`src/rtl/br_pkg.sv`:
```
// Shared compare-op encodings and 2-bit saturating counter helpers for the
// branch resolve unit and its history table.
package br_pkg;

  typedef enum logic [3:0] {
    OP_EQ  = 4'd0,
    OP_NE  = 4'd1,
    OP_GTZ = 4'd2,
    OP_GEZ = 4'd3,
    OP_LTZ = 4'd4,
    OP_LEZ = 4'd5,
    OP_LT  = 4'd6,
    OP_LTU = 4'd7
  } cmp_op_e;

  localparam logic [1:0] SNT = 2'd0;
  localparam logic [1:0] WNT = 2'd1;
  localparam logic [1:0] WT  = 2'd2;
  localparam logic [1:0] ST  = 2'd3;

  // Counter moves one step toward the resolved direction, clamping at the ends.
  function automatic logic [1:0] sat2_next(input logic [1:0] ctr, input logic taken);
    logic [1:0] nxt;
    nxt = ctr;
    if (taken) begin
      if (ctr != ST) nxt = ctr + 2'd1;
    end else begin
      if (ctr != SNT) nxt = ctr - 2'd1;
    end
    return nxt;
  endfunction

endpackage

```
`src/rtl/bht_sat2.sv`:
```
// Branch history table of 2-bit saturating counters; read is combinational
// from the current (pre-update) state, so a same-cycle update is not bypassed.
module bht_sat2
  import br_pkg::*;
#(
  parameter int DEPTH = 64,
  parameter int IDX_W = $clog2(DEPTH)
) (
  input  logic             clk,
  input  logic             reset,
  input  logic             upd_en,
  input  logic [IDX_W-1:0] upd_idx,
  input  logic             upd_taken,
  input  logic [IDX_W-1:0] rd_idx,
  output logic             rd_taken
);

  logic [DEPTH-1:0] msb;

  generate
    for (genvar gi = 0; gi < DEPTH; gi++) begin : g_entry
      logic [1:0] ctr_q;
      logic [1:0] ctr_d;

      always_comb begin
        ctr_d = ctr_q;
        if (upd_en && (upd_idx == IDX_W'(gi))) begin
          ctr_d = sat2_next(ctr_q, upd_taken);
        end
      end

      always_ff @(posedge clk) begin
        if (reset) begin
          ctr_q <= WNT;
        end else begin
          ctr_q <= ctr_d;
        end
      end

      assign msb[gi] = ctr_q[1];
    end
  endgenerate

  assign rd_taken = msb[rd_idx];

endmodule

```
`src/rtl/branch_resolve_unit.sv`:
```
// Resolves branch compares one cycle after issue and tracks mispredicts.
// Define BRANCH_RESOLVE_BHT_EN to include the 2-bit branch history table.
module branch_resolve_unit
  import br_pkg::*;
#(
  parameter int WIDTH     = 32,
  parameter int BHT_DEPTH = 64,
  parameter int IDX_W     = $clog2(BHT_DEPTH)
) (
  input  logic             clk,
  input  logic             reset,
  input  logic             stall,
  input  logic             cmp_valid,
  input  logic [WIDTH-1:0] cmp_a,
  input  logic [WIDTH-1:0] cmp_b,
  input  logic [3:0]       cmp_op,
  input  logic [IDX_W-1:0] cmp_idx,
  input  logic             pred_taken,
  input  logic [IDX_W-1:0] lookup_idx,
  output logic             lookup_taken,
  output logic             res_valid,
  output logic             res_taken,
  output logic             res_mispredict,
  output logic [31:0]      miss_count
);

  logic        outcome;
  logic        upd;
  logic        res_valid_q, res_valid_d;
  logic        res_taken_q, res_taken_d;
  logic        res_mispredict_q, res_mispredict_d;
  logic [31:0] miss_count_q, miss_count_d;

  // Zero-compares look only at cmp_a; sign bit plus an all-zero test covers them.
  always_comb begin
    outcome = 1'b0;
    case (cmp_op)
      OP_EQ:   outcome = (cmp_a == cmp_b);
      OP_NE:   outcome = (cmp_a != cmp_b);
      OP_GTZ:  outcome = !cmp_a[WIDTH-1] && (|cmp_a);
      OP_GEZ:  outcome = !cmp_a[WIDTH-1];
      OP_LTZ:  outcome = cmp_a[WIDTH-1];
      OP_LEZ:  outcome = cmp_a[WIDTH-1] || !(|cmp_a);
      OP_LT:   outcome = ($signed(cmp_a) < $signed(cmp_b));
      OP_LTU:  outcome = (cmp_a < cmp_b);
      default: outcome = 1'b0;
    endcase
  end

  assign upd = !stall && cmp_valid;

  always_comb begin
    res_valid_d      = res_valid_q;
    res_taken_d      = res_taken_q;
    res_mispredict_d = res_mispredict_q;
    miss_count_d     = miss_count_q;
    if (!stall) begin
      res_valid_d      = cmp_valid;
      res_taken_d      = cmp_valid && outcome;
      res_mispredict_d = cmp_valid && (outcome ^ pred_taken);
      if (upd && (outcome ^ pred_taken) && (miss_count_q != 32'hFFFF_FFFF)) begin
        miss_count_d = miss_count_q + 32'd1;
      end
    end
  end

  always_ff @(posedge clk) begin
    if (reset) begin
      res_valid_q      <= 1'b0;
      res_taken_q      <= 1'b0;
      res_mispredict_q <= 1'b0;
      miss_count_q     <= 32'd0;
    end else begin
      res_valid_q      <= res_valid_d;
      res_taken_q      <= res_taken_d;
      res_mispredict_q <= res_mispredict_d;
      miss_count_q     <= miss_count_d;
    end
  end

  assign res_valid      = res_valid_q;
  assign res_taken      = res_taken_q;
  assign res_mispredict = res_mispredict_q;
  assign miss_count     = miss_count_q;

`ifdef BRANCH_RESOLVE_BHT_EN
  bht_sat2 #(
    .DEPTH (BHT_DEPTH),
    .IDX_W (IDX_W)
  ) u_bht (
    .clk       (clk),
    .reset     (reset),
    .upd_en    (upd),
    .upd_idx   (cmp_idx),
    .upd_taken (outcome),
    .rd_idx    (lookup_idx),
    .rd_taken  (lookup_taken)
  );
`else
  // Table indices have no consumer without the history table.
  logic unused_idx;
  assign unused_idx   = ^{cmp_idx, lookup_idx, upd};
  assign lookup_taken = 1'b0;
`endif

endmodule

```
`config.mk`:
```
export PLATFORM = sky130hd
export DESIGN_NAME = branch_resolve_unit
export DESIGN_NICKNAME = d
export VERILOG_FILES = /design/src/rtl/br_pkg.sv /design/src/rtl/bht_sat2.sv /design/src/rtl/branch_resolve_unit.sv
export SDC_FILE = /design/constraint.sdc
export NUM_CORES = 1
export LEC_CHECK = 0
export CAP_MARGIN = 20
export CORE_AREA = 10 10 95 159
export CTS_BUF_LIST = sky130_fd_sc_hd__clkbuf_2 sky130_fd_sc_hd__clkbuf_4 sky130_fd_sc_hd__clkbuf_8
export DETAILED_ROUTE_END_ITERATION = 16
export DIE_AREA = 0 0 105 169
export GPL_ROUTABILITY_DRIVEN = 1
export PLACE_DENSITY_LB_ADDON = 0.25
export RECOVER_POWER = 25
export SLEW_MARGIN = 20
export SYNTH_ARGS = -nofsm -noshare
export SYNTH_HDL_FRONTEND = slang
export SYNTH_SLANG_ARGS = --single-unit
```
`constraint.sdc`:
```
create_clock -name clk -period 2.75 [get_ports clk]
set_clock_uncertainty 0.2 [all_clocks]
set_input_delay 0.4125 -clock clk [delete_from_list [all_inputs] [get_ports clk]]
set_output_delay 0.4125 -clock clk [all_outputs]
set_load 0.05 [all_outputs]
```
==> impl_metrics.ini <==
[synth]
synth.most_common_cell = inv_1
ys_seq_area_share_pct = 21.5
synth_area_per_cell_um2 = 7.71
synth_top_area_share_pct = 21.5
synth_area_leader_cell = dfxtp_1
ys_top_cells_by_area = dfxtp_1 22%, ha_1 13%, a21oi_1 5.4%
async_reset_ff_share_pct = 0
synth_area_um2 = 3260
yosys.cell_types.count = 51
ys_warn_count = 0
syn_nets = 540
synth_seq_cells = 35
synthTopCellsByCount = 40 x inv_1, 35 x a21oi_1, 35 x dfxtp_1
netlist_instances = 422
synth-edff-count = 0
synth_ff_type = dfxtp_1

[clock_tree]
htreeDepth = 2
cts_hold_buf = 0
cts.sinks = 35
cts_tree = yes
numCtsBuffers = 5
insertion_delay_ns = 0.31
clockRootBuffer = clkbuf_8
cts_max_path_buffers = 2
cts.clk_slew.worst_paths_ns = 0.09

[timing]
finalHoldViolCount = 0
worst_pin_slew_ns = 0.553
fin_crit_ns = 3.03
setup-violations-final = 33
rsz0062_at_grt = true
slew_viol_final = 0
period_share_pct = 110
maxSlewHeadroom_pct = 62.9
worst_slack_ns = -0.278
fmax_mhz = 330
worst_hold_slack_ns = 0.263

[layout]
drive_gt1_share_pct = 47.3
fin_nets = 717
diodes = 0
area_growth_pct = 84.4

[drt]
vias = 3997
drcViolationCount = 0
dr.pass1.iters = 4
ant_nets = 0
wl_per_cell_um = 18.1
routed_wl_um = 13900
routed_via_density = 5.20
drtIter0Drc = 123

[critical_path]
criticalPathCategory = in -> reg
max_stage_delay_ns = 0.47
critPathSlowestCell = or4_1
cp-start-kind = primary input
r2r_setup_slack_ns = 0.07
cp.arrival_ns = 3.08
required_ns = 2.80
endpoint_kind = flip-flop
crit_fanout = 17
worstPathCellList = buf_4 > inv_4 > ha_4 > nand4_1 > nor4_4 > inv_1 > a31oi_4 > o221ai_4 > buf_6 > o21a_4 > buf_12 > or4_1 > a21oi_1

[floorplanning]
die-height_um = 169
row_count = 54
initial_core_util_pct = 26.2
io_pins = 121
core-area_um2 = 12400
dieArea_um2 = 17700
die_w_um = 105

[pwr]
total_leakage_power_nw = 2.30
peakVddDrop_v = 0.000239
power_mw = 1.52
p_per_area_nw_per_um2 = 254

[grt]
grt_usage_pct = 15.0
grt_max_degree = 49
grt_pass1_wl_um = 21700
grt_pass1_vias = 4242
grt_antenna_before_repair = 0
overflow = 0

[status]
violations = setup timing
status = finished, violations left

[place]
hpwl_um = 10200
port_buffers = 107
globalplace.congestion = 0.851

[job]
drv_cap = 0

[hold_path]
hold_class = reg -> reg
worst paths after layout:
path | depth (start not counted) | endpoint | start
max | 13 | miss_count[15] | cmp_b[20]
min | 2 | res_mispredict | res_mispredict
max reg2reg | 9 | miss_count[29] | miss_count[10]
min reg2reg | 2 | res_mispredict | res_mispredict
kinds of logic after synthesis:
| logic type | after synthesis | share of synthesized area [%] |
|---|---|---|
| AND/OR/NAND/NOR | 193 | 34.9 |
| other | 1 | 0.115 |
| XOR/XNOR | 1 | 0.269 |
| flip-flops | 35 | 21.5 |
| AO/OA/AOI/OAI | 76 | 15.3 |
| buffers and inverters | 60 | 7.65 |
| adder cells (fa/ha/maj) | 33 | 12.7 |
| multiplexers | 23 | 7.57 |
repair_timing:
action                                  CTS  global route
pin swaps                                57            35
gates resized for setup                 295            77
buffers inserted                         13             5
cloned                                    2             0
endpoints found under the setup margin   34            34
registers in the layout (all words and copies together), names as in the netlist:
name            count
miss_count         32
res_mispredict      1
res_valid           1
res_taken           1
stage by stage:
step	cell area [um^2]	setup WS [ns]	setup TNS [ns]	cells	util, %
final	6000	-0.278	-6.57	768	48.3
after global routing	6000	-0.384	-10.57	768	48.3
after CTS	5720	-0.153	-3.43	764	46.0
after detailed placement	5150	-1.01	-32.14	741	41.5
after global placement	5150	-0.960	-31.07	741	41.5
after floorplan	3450	-0.00511	-0.0421	422	-
critical path, delay by kind of cell:
kind | cells | cell delay [ns]
buffers and inverters | 5 | 0.57
adder cells (fa/ha/maj) | 1 | 0.25
AO/OA/AOI/OAI | 4 | 0.73
AND/OR/NAND/NOR | 3 | 1.10
power by group:
part	internal, mW	leakage [nW]	switching (mW)
Combinational	0.295	1.96	0.264
Sequential	0.509	0.286	0.00192
Clock	0.239	0.0549	0.214
final cells by class:
cell class / count / area (um^2)
timing repair buffer: 190 / 1690
sequential: 35 / 711
multi-input combinational: 327 / 3120
fill: 1250 / 6430
clock buffer: 8 / 104
inverter: 40 / 175
tap: 168 / 210
routing by layer:
| layer | up-vias | track usage [%] | routed length (um) |
|---|---|---|---|
| met4 | 0 | 4.62 | 302 |
| met2 | 130 | 30.6 | 7890 |
| li1 | 1928 | - | - |
| met3 | 18 | 2.78 | 642 |
| met1 | 1921 | 14.5 | 5040 |
| met5 | - | 0 | 0 |
placed cells by master, fill, tap and decap left out, types with 5 or more instances in the layout:
master,n
buf_4,66
clkdlybuf4s50_1,37
ha_4,29
buf_2,29
dfxtp_1,27
a21oi_1,26
nor2_1,25
buf_6,23
nand4_1,21
nand2_1,21
inv_2,20
nand3_1,20
nor3_1,18
nor2b_1,15
inv_1,14
o31ai_1,13
or4_4,11
a21oi_2,9
mux2_4,8
dfxtp_2,8
dlygate4sd3_1,8
nor4_1,7
or4_1,7
clkbuf_8,7
dlygate4sd2_1,7
and3_1,6
inv_4,5
nor4_4,5
mux2i_1,5
mux2i_4,5
buf_12,5
Note: power is estimated with default switching activity, not from simulation.
